`src/rtl/fifo_drain_pkg.sv`:
```
// fifo_drain_pkg
//   Shared types and constants for the FIFO drain stage.
//   - state_t    : serialiser FSM states (IDLE, SHIFT)
//   - byte_idx_t : 2-bit index of the byte currently presented
//   - WORD_BYTES, BYTE_W, WORD_W : word/byte geometry
//   - byte_sel() : little-endian byte extraction from a word
package fifo_drain_pkg;

    localparam int WORD_BYTES = 4;
    localparam int BYTE_W     = 8;
    localparam int WORD_W     = WORD_BYTES * BYTE_W;

    typedef enum logic {
        IDLE  = 1'b0,
        SHIFT = 1'b1
    } state_t;

    typedef logic [1:0] byte_idx_t;

    // Byte 0 lives in bits [7:0].
    function automatic logic [BYTE_W-1:0] byte_sel(input logic [WORD_W-1:0] word,
                                                   input byte_idx_t         idx);
        return word[BYTE_W*idx +: BYTE_W];
    endfunction

endpackage

```
`src/rtl/fifo_drain_wbuf.sv`:
```
// fifo_drain_wbuf
//   Small circular word buffer between the FIFO read port and the serialiser.
//   Ports:
//     clock, reset_n   : clock, asynchronous active-low reset (pointers/occupancy)
//     push, push_data  : write one word (ignored when full unless popping too)
//     pop              : remove the head word (ignored when empty)
//     head             : word at the read pointer, valid when empty is low
//     occ              : number of stored words
//     empty            : occ == 0
module fifo_drain_wbuf
    import fifo_drain_pkg::*;
#(
    parameter int DEPTH = 2,
    parameter int OCC_W = $clog2(DEPTH) + 1
) (
    input  logic              clock,
    input  logic              reset_n,
    input  logic              push,
    input  logic [WORD_W-1:0] push_data,
    input  logic              pop,
    output logic [WORD_W-1:0] head,
    output logic [OCC_W-1:0]  occ,
    output logic              empty
);

    localparam int PTR_W = $clog2(DEPTH);

    logic [WORD_W-1:0] mem [DEPTH];
    logic [PTR_W-1:0]  wr_ptr;
    logic [PTR_W-1:0]  rd_ptr;
    logic              full;
    logic              do_push;
    logic              do_pop;

    assign empty   = (occ == '0);
    assign full    = (occ == OCC_W'(DEPTH));
    // A push into a full buffer is still safe when the head leaves in the same cycle.
    assign do_push = push && (!full || pop);
    assign do_pop  = pop && !empty;
    assign head    = mem[rd_ptr];

    function automatic logic [PTR_W-1:0] ptr_next(input logic [PTR_W-1:0] ptr);
        return (ptr == PTR_W'(DEPTH - 1)) ? '0 : ptr + PTR_W'(1);
    endfunction

    always_ff @(posedge clock or negedge reset_n) begin
        if (!reset_n) begin
            wr_ptr <= '0;
            rd_ptr <= '0;
            occ    <= '0;
        end else begin
            if (do_push) wr_ptr <= ptr_next(wr_ptr);
            if (do_pop)  rd_ptr <= ptr_next(rd_ptr);
            case ({do_push, do_pop})
                2'b10:   occ <= occ + OCC_W'(1);
                2'b01:   occ <= occ - OCC_W'(1);
                default: occ <= occ;
            endcase
        end
    end

    // Storage carries data only; no reset needed.
    always_ff @(posedge clock) begin
        if (do_push) mem[wr_ptr] <= push_data;
    end

endmodule

```
`src/rtl/fifo_drain.sv`:
```
// fifo_drain
//   Read stage for the byte-packing FIFO: issues credit-limited reads, buffers
//   returned words and serialises them little-endian over valid/ready.
//   Build option: FIFO_DRAIN_CKSUM_EN adds a running XOR checksum of emitted bytes.
//   Ports:
//     clock, reset_n          : clock, asynchronous active-low reset
//     cksum, cksum_clr        : checksum value / synchronous clear (option only)
//     fifo_empty              : FIFO empty flag
//     fifo_r_en               : FIFO read request (combinational, forced low in reset)
//     fifo_valid_out          : FIFO read data valid, one cycle after fifo_r_en
//     fifo_data_out           : FIFO read data, byte 0 in [7:0]
//     byte_valid/data/eow     : output byte stream, eow marks byte 3 of a word
//     byte_ready              : downstream accept
//     word_count              : words fully emitted since reset (wraps)
//     proto_err               : sticky, data valid seen with no read in flight
module fifo_drain
    import fifo_drain_pkg::*;
#(
    parameter int BUF_DEPTH = 2,
    parameter int CNT_WIDTH = 16
) (
    input  logic                 clock,
    input  logic                 reset_n,
`ifdef FIFO_DRAIN_CKSUM_EN
    output logic [BYTE_W-1:0]    cksum,
    input  logic                 cksum_clr,
`endif
    input  logic                 fifo_empty,
    output logic                 fifo_r_en,
    input  logic                 fifo_valid_out,
    input  logic [WORD_W-1:0]    fifo_data_out,
    output logic                 byte_valid,
    output logic [BYTE_W-1:0]    byte_data,
    output logic                 byte_eow,
    input  logic                 byte_ready,
    output logic [CNT_WIDTH-1:0] word_count,
    output logic                 proto_err
);

    localparam int OCC_W = $clog2(BUF_DEPTH) + 1;
    localparam int SUM_W = OCC_W + 1;

    state_t            state;
    byte_idx_t         idx;
    logic [WORD_W-1:0] sreg;
    logic              inflight;

    logic [WORD_W-1:0] buf_head;
    logic [OCC_W-1:0]  buf_occ;
    logic              buf_empty;
    logic              buf_push;
    logic              buf_pop;

    logic [SUM_W-1:0]  pending;
    logic              capture;
    logic              bad_valid;
    logic              word_avail;
    logic [WORD_W-1:0] next_word;
    logic              accept;
    logic              last;
    logic              take;
    byte_idx_t         idx_inc;

    // Credit: buffered words plus the read still in flight must leave room.
    assign pending   = SUM_W'(buf_occ) + SUM_W'(inflight);
    assign fifo_r_en = reset_n && !fifo_empty && (pending < SUM_W'(BUF_DEPTH));

    assign capture   = fifo_valid_out && inflight;
    assign bad_valid = fifo_valid_out && !inflight;

    // A word returning this cycle counts as available so the first byte appears
    // two cycles after the read and back-to-back words need no bubble.
    assign word_avail = !buf_empty || capture;
    assign next_word  = buf_empty ? fifo_data_out : buf_head;

    assign accept  = byte_valid && byte_ready;
    assign last    = accept && (idx == byte_idx_t'(WORD_BYTES - 1));
    assign take    = word_avail && ((state == IDLE) || last);
    assign idx_inc = idx + byte_idx_t'(1);

    // Returned word bypasses the buffer when it is consumed immediately.
    assign buf_pop  = take && !buf_empty;
    assign buf_push = capture && !(take && buf_empty);

    fifo_drain_wbuf #(
        .DEPTH (BUF_DEPTH)
    ) u_wbuf (
        .clock     (clock),
        .reset_n   (reset_n),
        .push      (buf_push),
        .push_data (fifo_data_out),
        .pop       (buf_pop),
        .head      (buf_head),
        .occ       (buf_occ),
        .empty     (buf_empty)
    );

    always_ff @(posedge clock or negedge reset_n) begin
        if (!reset_n) begin
            inflight <= 1'b0;
            proto_err <= 1'b0;
        end else begin
            inflight <= fifo_r_en;
            if (bad_valid) proto_err <= 1'b1;
        end
    end

    // Serialiser FSM with registered byte outputs.
    always_ff @(posedge clock or negedge reset_n) begin
        if (!reset_n) begin
            state      <= IDLE;
            idx        <= '0;
            byte_valid <= 1'b0;
            byte_data  <= '0;
            byte_eow   <= 1'b0;
            word_count <= '0;
        end else begin
            case (state)
                IDLE: begin
                    if (take) begin
                        state      <= SHIFT;
                        idx        <= '0;
                        byte_valid <= 1'b1;
                        byte_data  <= byte_sel(next_word, '0);
                        byte_eow   <= 1'b0;
                    end
                end
                SHIFT: begin
                    if (last) begin
                        word_count <= word_count + CNT_WIDTH'(1);
                        idx        <= '0;
                        byte_eow   <= 1'b0;
                        if (take) begin
                            byte_data <= byte_sel(next_word, '0);
                        end else begin
                            state      <= IDLE;
                            byte_valid <= 1'b0;
                        end
                    end else if (accept) begin
                        idx       <= idx_inc;
                        byte_data <= byte_sel(sreg, idx_inc);
                        byte_eow  <= (idx_inc == byte_idx_t'(WORD_BYTES - 1));
                    end
                end
                default: state <= IDLE;
            endcase
        end
    end

    always_ff @(posedge clock) begin
        if (take) sreg <= next_word;
    end

`ifdef FIFO_DRAIN_CKSUM_EN
    // Clear wins over a same-cycle update.
    always_ff @(posedge clock or negedge reset_n) begin
        if (!reset_n) begin
            cksum <= '0;
        end else if (cksum_clr) begin
            cksum <= '0;
        end else if (accept) begin
            cksum <= cksum ^ byte_data;
        end
    end
`endif

endmodule

```
`config.mk`:
```
export PLATFORM = sky130hd
export DESIGN_NAME = fifo_drain
export DESIGN_NICKNAME = d
export VERILOG_FILES = /design/src/rtl/fifo_drain_pkg.sv /design/src/rtl/fifo_drain_wbuf.sv /design/src/rtl/fifo_drain.sv
export SDC_FILE = /design/constraint.sdc
export NUM_CORES = 1
export LEC_CHECK = 0
export CAP_MARGIN = 20
export CORE_MARGIN = 8
export CORE_UTILIZATION = 40
export DETAILED_ROUTE_END_ITERATION = 8
export PLACE_DENSITY_LB_ADDON = 0.15
export SETUP_SLACK_MARGIN = 0.5
export SLEW_MARGIN = 20
export SYNTH_ARGS = -nofsm -noshare
export SYNTH_HDL_FRONTEND = slang
export SYNTH_SLANG_ARGS = --single-unit
```
`constraint.sdc`:
```
create_clock -name clock -period 4.6 [get_ports clock]
set_input_delay 1.15 -clock clock [delete_from_list [all_inputs] [get_ports clock]]
set_output_delay 1.15 -clock clock [all_outputs]
set_load 0.03 [all_outputs]
```
==> impl_metrics.tcl, run 1 <==
set metrics [dict create \
    antenna_found_initial 0 \
    critPathArrivalTime_ps 2570 \
    drc 0 \
    cts_made_buffers 17 \
    setup_tns_ps 0 \
    p_leak_uw 0.00253 \
    yosysWarningCount 0 \
    wl_per_cell_um 16.6 \
    io_buffers 64 \
    die_x_um 133 \
    r2r_cells 4 \
    grt_overflow 0 \
    grtUsageTotal_pct 13.2 \
    cts.sinks 131 \
    die_y_um 133 \
    hold_buffers 0 \
    finalMaxSlewViolations 0 \
    yosys.area_share.xor_xnor_pct 3.18 \
    worstPathRequired_ps 3450 \
    post_cts_buffers 0 \
    ys.flop_type "edfxtp_1" \
    synthDistinctLibCells 41 \
    start_kind "input port" \
    ys_seq_elements 131 \
    synth-seq-area-share_pct 68.2 \
    synthCells 393 \
    power_density_nw_per_um2 602 \
    end_kind "output port" \
    power_uw 4150 \
    h-tree-depth 4 \
    vias 3273 \
    cp_slowest_cell "clkdlybuf4s50_1" \
    placed_area_um2 6350 \
    num_rows 43 \
    grt_pass1_vias 3422 \
    final_cells 657 \
    critPathMaxStageDelay_ps 700 \
    synth_compound_area_share_pct 8.42 \
    min_from "proto_err$_DFFE_PN0P_" \
    finalCritPeriodShare_pct 80.8 \
    synth_simple_gate_area_share_pct 8.71 \
    ant_nets 0 \
    max_cap_viol_count 0 \
    insertion_delay_ps 410 \
    dr.pass1.iters 4 \
    synth-edff-count 96 \
    max_freq_ghz 0.269 \
    fin_area_um2 6900 \
    routabilityCongestion 0.729 \
    setup_violations 0 \
    nets 505 \
    dp_cells 625 \
    final_cell_mix "96 x edfxtp_1, 63 x clkdlybuf4s50_1, 40 x mux2i_1, 39 x nand2_1, 34 x dfrtp_1" \
    synth_top_family_by_area "simple AND/OR/NAND/NOR gates" \
    grt_pass1_wl_um 18200 \
    ff2ff_setup_slack_ps 2040 \
    hold_violations 0 \
    crit_start "fifo_empty" \
    status "finished clean" \
    synth_area_um2 5510 \
    syn_nets 434 \
    cts_tree "yes" \
    start_util_pct 40.3 \
    wirelength_um 10900 \
    drt-initial-drc-count 210 \
    cp_top_family "buffers and inverters" \
    hpwl_um 7100 \
    synth_fa_ha_area_share_pct 0.908 \
    final_common_cell "edfxtp_1" \
    tightest_slew_ps 1060 \
    area_growth_pct 25.1 \
    synthMuxAreaShare_pct 8.21 \
    cp.depth 5 \
    grt_max_degree 56 \
    drive_gt1_share_pct 11.3 \
    clock-root-buffer "clkbuf_16" \
    vdd_drop_max_uv 253 \
    maxSlewHeadroom_pct 29.2 \
    vias_per_cell 4.98 \
    critical_path.most_common_cell "clkdlybuf4s50_1" \
    path_cells "clkdlybuf4s50_1 > nor2_1 > nand2_1 > a21oi_1 > clkdlybuf4s50_1" \
    num_antenna_cells 0 \
    cts_resized 0 \
    r2r_start "idx[0]$_DFFE_PN0P_" \
    worstHoldPathCells 1 \
    nFillCells 1233 \
    critPathBufInv 2 \
    min_path_type "reg2reg" \
    critPathMaxFanout 2 \
    dieArea_um2 17800 \
    core_area_um2 13700 \
    synth_area_per_cell_um2 14.0 \
    async_flop_share_pct 26.7 \
    pin_count 65 \
    clockBufferDepth 2 \
    clk_pin_slew_ps 50 \
    rsz0062_at_grt "no" \
    fin_worst_skew_ps 7.94 \
    fin_crit_ps 3720 \
    crit_type "in2out" \
]
[synthesized netlist by cell type (7+ instances only)]
cell type,n,share of area [%]
edfxtp_1,96,52
mux2i_1,40,7.3
nand2_1,39,2.7
dfrtp_1,35,16
o21ai_0,33,3.0
nor2_1,22,1.5
buf_2,13,1.2
xnor2_1,13,2.1
a211oi_1,10,1.4
inv_1,9,0.61
nand3_1,9,0.82
nor2b_1,8,0.91
xor2_1,7,1.1
[worst reg2reg max path, delay by kind of cell (launching register included)]
kind            cells  cell delay (ps)
fa+ha+maj           1              390
compound gates      1              810
buf+inv             1              330
flops               1              480
simple gates        1              260
[report_power, final]
group / total, uW / switching, uW / leakage, uW / internal, uW
sequential: 1690 / 201 / 0.00129 / 1490
combinational: 1220 / 677 / 0.000976 / 542
clock: 1240 / 462 / 0.000264 / 783
total: 4150 / 1340 / 0.00253 / 2810
[worst paths after layout]
path / to
max: fifo_r_en
max in group asynchronous: u_wbuf.rd_ptr$_DFFE_PN0P_
max reg2reg: sreg[22]$_DFFE_PN_
min reg2reg: proto_err$_DFFE_PN0P_
min in group asynchronous: u_wbuf.occ[1]$_DFFE_PN0P_
min: proto_err$_DFFE_PN0P_
[per-stage QoR]
step           hold WS, ps  util, %  setup slack, ps
5_1_grt                482     50.5              785
3_3_place_gp           445     46.4              918
4_1_cts                456     50.5              850
3_5_place_dp           444     46.4              878
2_1_floorplan          468        -             1110
6_report               457     50.5              885
[layout make-up]
cell class | count | area [um^2] | share of cell area [%]
Tap cell | 180 | 225 | 3.27
Sequential cell | 131 | 3760 | 54.5
Clock buffer | 19 | 433 | 6.28
Clock inverter | 13 | 118 | 1.71
Inverter | 10 | 37.5 | 0.544
Multi-Input combinational cell | 234 | 1640 | 23.8
Timing Repair Buffer | 70 | 681 | 9.87
[cell families (layout without fill, tap and decap cells)]
logic type	after synthesis	count (layout)
flops	131	131
simple gates	97	97
compound gates	69	69
mux	44	44
buf+inv	28	112
xor+xnor	20	20
fa+ha+maj	4	4
[registers in the layout (all words and copies together) (netlist names)]
signal / flops
state: 1
sreg: 32
u_wbuf.wr_ptr: 1
u_wbuf.occ: 2
byte_eow: 1
proto_err: 1
byte_valid: 1
u_wbuf.rd_ptr: 1
idx: 2
word_count: 16
u_wbuf.mem: 64
inflight: 1
byte_data: 8
[per-layer routing]
metal  GRT usage [%]  vias up  routed length [um]
met5               0        -                   0
met2            21.0       64                5220
met1            16.1     1591                5010
met3            4.18       12                 509
met4            6.05        0                 142
li1                -     1606                   -
Note: power is estimated with default switching activity, not from simulation.
==> inputs of run 2 (changes only) <==
==> constraint.sdc (replaced) <==
create_clock -name clock -period 3.2 [get_ports clock]
set_input_delay 0.8 -clock clock [delete_from_list [all_inputs] [get_ports clock]]
set_output_delay 0.8 -clock clock [all_outputs]
set_load 0.03 [all_outputs]
==> run 2 against run 1 <==
  * Register-to-register slack lost 1200 ps
  * Sequential power grew 41%
  * Worst hold slack lost 11 ps
  * Largest cell class unchanged
  * Non-clock buffer count grew 3
  * Highest routed layer unchanged
  * Critical path type unchanged
==> impl_metrics.tcl, run 2 (synthesis gave the netlist of run 1 again) <==
set metrics [dict create \
    path_cells "clkdlybuf4s50_1 > nor2_1 > nand2_1 > a21oi_1 > buf_4" \
    r2r_end "u_wbuf.mem[1][6]$_DFFE_PP_" \
    regMostFlops "u_wbuf.mem" \
    cp_top_family "buffers and inverters" \
    grt_pass1_wl_um 17900 \
    end_kind "output port" \
    critPathMaxStageDelay_ps 400 \
    largest_register_ffs 64 \
    p_leak_uw 0.00253 \
    hold_buffers 0 \
    start_kind "input port" \
    antenna_found_initial 0 \
    seqPwrFrac_pct 41.1 \
    cp_slowest_cell "clkdlybuf4s50_1" \
    grt_max_degree 55 \
    vias 3281 \
    die_x_um 133 \
    rsz0062_at_grt "no" \
    worstPathRequired_ps 2400 \
    routabilityCongestion 0.767 \
    core_area_um2 13700 \
    grt_overflow 0 \
    hold_violations 0 \
    grtUsageTotal_pct 13.1 \
    drt-initial-drc-count 189 \
    num_rows 43 \
    max_freq_ghz 0.395 \
    wl_per_cell_um 16.7 \
    cts_tree "yes" \
    power_density_nw_per_um2 846 \
    fin_area_um2 6870 \
    grt_pass1_vias 3360 \
    post_cts_buffers 0 \
    max_cap_viol_count 0 \
    setup_tns_ps 0 \
    ant_nets 0 \
    crit_type "in2out" \
    insertion_delay_ps 410 \
    drc 0 \
    nets 508 \
    pwr-share-clk_pct 27.6 \
    clock-root-buffer "clkbuf_16" \
    vias_per_cell 4.97 \
    cts.sinks 131 \
    area_growth_pct 24.5 \
    combPwrFrac_pct 31.2 \
    setup_violations 0 \
    r2r_start "idx[0]$_DFFE_PN0P_" \
    clockBufferDepth 2 \
    die_y_um 133 \
    cts_resized 0 \
    postLayoutCoreUtil_pct 50.2 \
    start_util_pct 40.3 \
    finalCritPeriodShare_pct 79.1 \
    hpwl_um 7280 \
    ff2ff_setup_slack_ps 800 \
    clk_pin_slew_ps 50 \
    finalMaxSlewViolations 0 \
    h-tree-depth 4 \
    min_path_type "in2async" \
    critPathArrivalTime_ps 1730 \
    tightest_slew_ps 785 \
    fin_crit_ps 2530 \
    dieArea_um2 17800 \
    cts_made_buffers 17 \
    internal_power_uw 3900 \
    maxSlewHeadroom_pct 47.3 \
    critPathMaxFanout 2 \
    critPathBufInv 2 \
    pin_count 65 \
    dr.pass1.iters 4 \
    drive_gt1_share_pct 11.3 \
    final_cell_mix "96 x edfxtp_1, 62 x clkdlybuf4s50_1, 40 x mux2i_1, 39 x nand2_1, 34 x dfrtp_1" \
    num_antenna_cells 0 \
    top_regs "u_wbuf.mem: 64 flops, sreg: 32 flops, word_count: 16 flops" \
    placed_area_um2 6380 \
    fin_worst_skew_ps 8.99 \
    final_common_cell "edfxtp_1" \
    io_buffers 64 \
    power_switching_uw 1900 \
    status "finished clean" \
    swShare_pct 32.8 \
    r2r_cells 6 \
    wirelength_um 11000 \
    vdd_drop_max_uv 434 \
]
run 2: changes by cell type in the layout (fill, tap and decap cells not counted), moves of 2 or more:
| cell | before | now |
|---|---|---|
| buf_4 | 6 | 9 |
| bufinv_16 | 2 | 0 |
| clkbuf_1 | 2 | 5 |
| clkinvlp_4 | 2 | 0 |
run 2: cell type report:
class | count | area (um^2)
tap | 180 | 225
clock inverter | 10 | 42.5
sequential | 131 | 3760
inverter | 10 | 37.5
timing repair buffer | 73 | 713
fill | 1191 | 6800
multi-input combinational | 234 | 1640
clock buffer | 22 | 444
run 2: power groups by stage:
stage	Combinational (uW)	Sequential, uW	Clock (uW)
floorplan	1210	2430	0
global placement	1840	2420	0
detailed placement	1850	2420	0
CTS	1850	2390	1650
global route	2010	2430	1720
finish	1810	2390	1600
run 2: worst max-delay path by stage:
stage / start / to / slack (ps) / depth (start not counted)
3_5_place_dp: byte_ready / u_wbuf.mem[1][25]$_DFFE_PP_ / 280 / 6
4_1_cts: fifo_empty / fifo_r_en / 660 / 5
2_1_floorplan: byte_ready / u_wbuf.mem[0][0]$_DFFE_PP_ / 60 / 4
3_3_place_gp: byte_ready / u_wbuf.occ[1]$_DFFE_PN0P_ / 300 / 7
6_report: fifo_empty / fifo_r_en / 670 / 5
5_1_grt: fifo_empty / fifo_r_en / 570 / 5
run 2: stage by stage:
step / hold slack, ps / power, uW / worst slack, ps / std cells
2_1_floorplan: 468 / 3650 / 59.4 / 393
3_3_place_gp: 444 / 4260 / 303 / 628
3_5_place_dp: 472 / 4270 / 276 / 628
4_1_cts: 439 / 5900 / 657 / 660
5_1_grt: 480 / 6170 / 569 / 660
6_report: 446 / 5810 / 670 / 660
run 2: worst reg2reg max path, delay by kind of cell, from the launching register on:
kind	cells	cell delay (ps)
AOI/OAI and AO/OA	1	200
adders and majority gates	1	350
buffers and inverters	1	440
DFF	1	470
and+or+nand+nor	3	580
run 2: per-layer routing:
metal	routed length, um	part of all wire, %	track usage (%)	up-vias
met2	5170	47	20.1	79
met3	609	5.5	5.01	18
met1	4970	45	15.9	1573
li1	-	-	-	1611
met5	0	0	0	-
met4	255	2.3	6.18	0
==> inputs of run 3 (changes only) <==
==> constraint.sdc (replaced) <==
create_clock -name clock -period 2 [get_ports clock]
set_input_delay 0.5 -clock clock [delete_from_list [all_inputs] [get_ports clock]]
set_output_delay 0.5 -clock clock [all_outputs]
set_load 0.03 [all_outputs]
==> run 3 against run 2 <==
  * Critical path depth is 3 higher
  * Non-clock buffer count grew 82
  * Register-to-register slack worse by 750 ps
  * Clock skew is 3.4 ps lower
  * Core utilization up 10 points
  * Highest routed layer unchanged
==> impl_metrics.tcl, run 3 (synthesis gave the netlist of run 1 again) <==
set metrics [dict create \
    status "finished clean" \
    final_common_cell "edfxtp_1" \
    grt_pass1_wl_um 20600 \
    vias 3660 \
    max_cap_viol_count 0 \
    power_uw 11500 \
    die_y_um 133 \
    combPwrFrac_pct 41.3 \
    h-tree-depth 4 \
    internal_power_uw 7740 \
    pwr-share-clk_pct 25.7 \
    antenna_found_initial 0 \
    cts_tree "yes" \
    grt_overflow 0 \
    drive_gt1_share_pct 39.5 \
    swShare_pct 32.6 \
    whs_ps 158 \
    place_ws_ps -375 \
    final_cell_mix "96 x edfxtp_1, 68 x buf_4, 39 x nand2_1, 33 x mux2i_1, 32 x clkdlybuf4s50_1" \
    finalCritPeriodShare_pct 97.3 \
    die_x_um 133 \
    area_growth_pct 49.9 \
    vias_per_cell 4.93 \
    cts_made_buffers 17 \
    finalMaxSlewViolations 0 \
    nets 590 \
    setup_violations 0 \
    largest_register_ffs 64 \
    seqPwrFrac_pct 33.0 \
    hpwl_um 8060 \
    nFillCells 1075 \
    min_path_type "in2async" \
    cts.sinks 131 \
    routabilityCongestion 0.754 \
    maxSlewHeadroom_pct 68.0 \
    clk_pin_slew_ps 60 \
    num_rows 43 \
    max_freq_ghz 0.514 \
    drt-initial-drc-count 167 \
    crit_type "reg2reg" \
    start_kind "register" \
    hold_buffers 0 \
    hold_violations 0 \
    p_leak_uw 0.00319 \
    rsz0062_at_grt "yes" \
    setup_ws_ps 53.0 \
    wirelength_um 13100 \
    dieArea_um2 17800 \
    top_regs "u_wbuf.mem: 64 flops, sreg: 32 flops, word_count: 16 flops" \
    grt_max_degree 41 \
    regMostFlops "u_wbuf.mem" \
    num_antenna_cells 0 \
    power_switching_uw 3740 \
    wl_per_cell_um 17.7 \
    fin_worst_skew_ps 5.58 \
    vdd_drop_max_uv 802 \
    end_kind "register" \
    core_area_um2 13700 \
    clockBufferDepth 2 \
    worstPathRequired_ps 2130 \
    tightest_slew_ps 480 \
    dr.pass1.iters 4 \
    insertion_delay_ps 410 \
    pin_count 65 \
    critPathArrivalTime_ps 2080 \
    grtUsageTotal_pct 14.9 \
    clock-root-buffer "clkbuf_16" \
    io_buffers 64 \
    final_cells 742 \
    dp_cells 654 \
    grt_pass1_vias 3902 \
    fin_crit_ps 1950 \
    drc 0 \
    ant_nets 0 \
    ff2ff_setup_slack_ps 50 \
    critPathMaxFanout 7 \
    start_util_pct 40.3 \
    power_density_nw_per_um2 1390 \
]
[run 3: cell types whose count changed in the layout (fill, tap and decap cells not counted), sizes merged]
cell           change
clkinvlp           +4
buf              +105
bufbuf             +2
dlygate4sd2        +3
clkdlybuf4s50     -30
bufinv             +1
clkinv             -7
clkbuf             +4
[run 3: worst paths after layout]
path,startpoint,end,depth (start not counted)
hold reg to reg,proto_err$_DFFE_PN0P_,proto_err$_DFFE_PN0P_,1
hold / removal,reset_n,byte_data[4]$_DFFE_PN0P_,2
max in group asynchronous,reset_n,u_wbuf.rd_ptr$_DFFE_PN0P_,2
setup / recovery,idx[0]$_DFFE_PN0P_,u_wbuf.mem[1][17]$_DFFE_PP_,8
setup reg to reg,idx[0]$_DFFE_PN0P_,u_wbuf.mem[1][17]$_DFFE_PP_,8
min in group clock,proto_err$_DFFE_PN0P_,proto_err$_DFFE_PN0P_,1
[run 3: what timing repair did]
| action | CTS | global route |
|---|---|---|
| buffers inserted | 34 | 15 |
| gates resized for setup | 208 | 44 |
| endpoints found under the setup margin | 156 | 146 |
| gates cloned | 5 | 2 |
| pin swaps | 17 | 9 |
[run 3: metal layers]
| layer | global-route usage, % | share of wire (%) | routed length, um | vias up |
|---|---|---|---|---|
| met5 | 0 | 0 | 0 | - |
| li1 | - | - | - | 1786 |
| met4 | 5.36 | 1.0 | 135 | 0 |
| met2 | 24.8 | 51 | 6730 | 61 |
| met1 | 18.3 | 44 | 5830 | 1804 |
| met3 | 3.95 | 3.4 | 441 | 9 |
[run 3: area by class of cell]
class	count	area (um^2)	share of cell area, %
clock inverter	8	78.8	0.954
inverter	10	37.5	0.454
clock buffer	24	492	5.95
timing repair buffer	155	1680	20.3
multi-input combinational	234	1980	23.9
tap	180	225	2.73
sequential	131	3770	45.6
[run 3: worst max-delay path, cell delays in order, from the launching register on]
cell and delay [ps]:
dfrtp_1 420, ha_4 190, and3_4 160, nor3_4 190, o311ai_4 130, buf_6 170
nor2_4 120, buf_6 140, clkbuf_16 140
[run 3: power groups by stage]
stage | Clock, uW | Sequential, uW | Combinational [uW]
floorplan | 0 | 3910 | 2140
global placement | 0 | 3830 | 3460
detailed placement | 0 | 3840 | 3500
CTS | 2990 | 3780 | 4270
global route | 3080 | 3830 | 5080
finish | 2950 | 3790 | 4740
[run 3: metrics by stage]
stage | setup TNS [ps] | utilization, % | cell area, um^2
after detailed placement | -26920 | 49.6 | 6770
after global placement | -25800 | 49.6 | 6770
after floorplan | -2450 | - | 5660
after CTS | 0 | 57.9 | 7920
after global routing | 0 | 60.5 | 8260
final | 0 | 60.5 | 8260
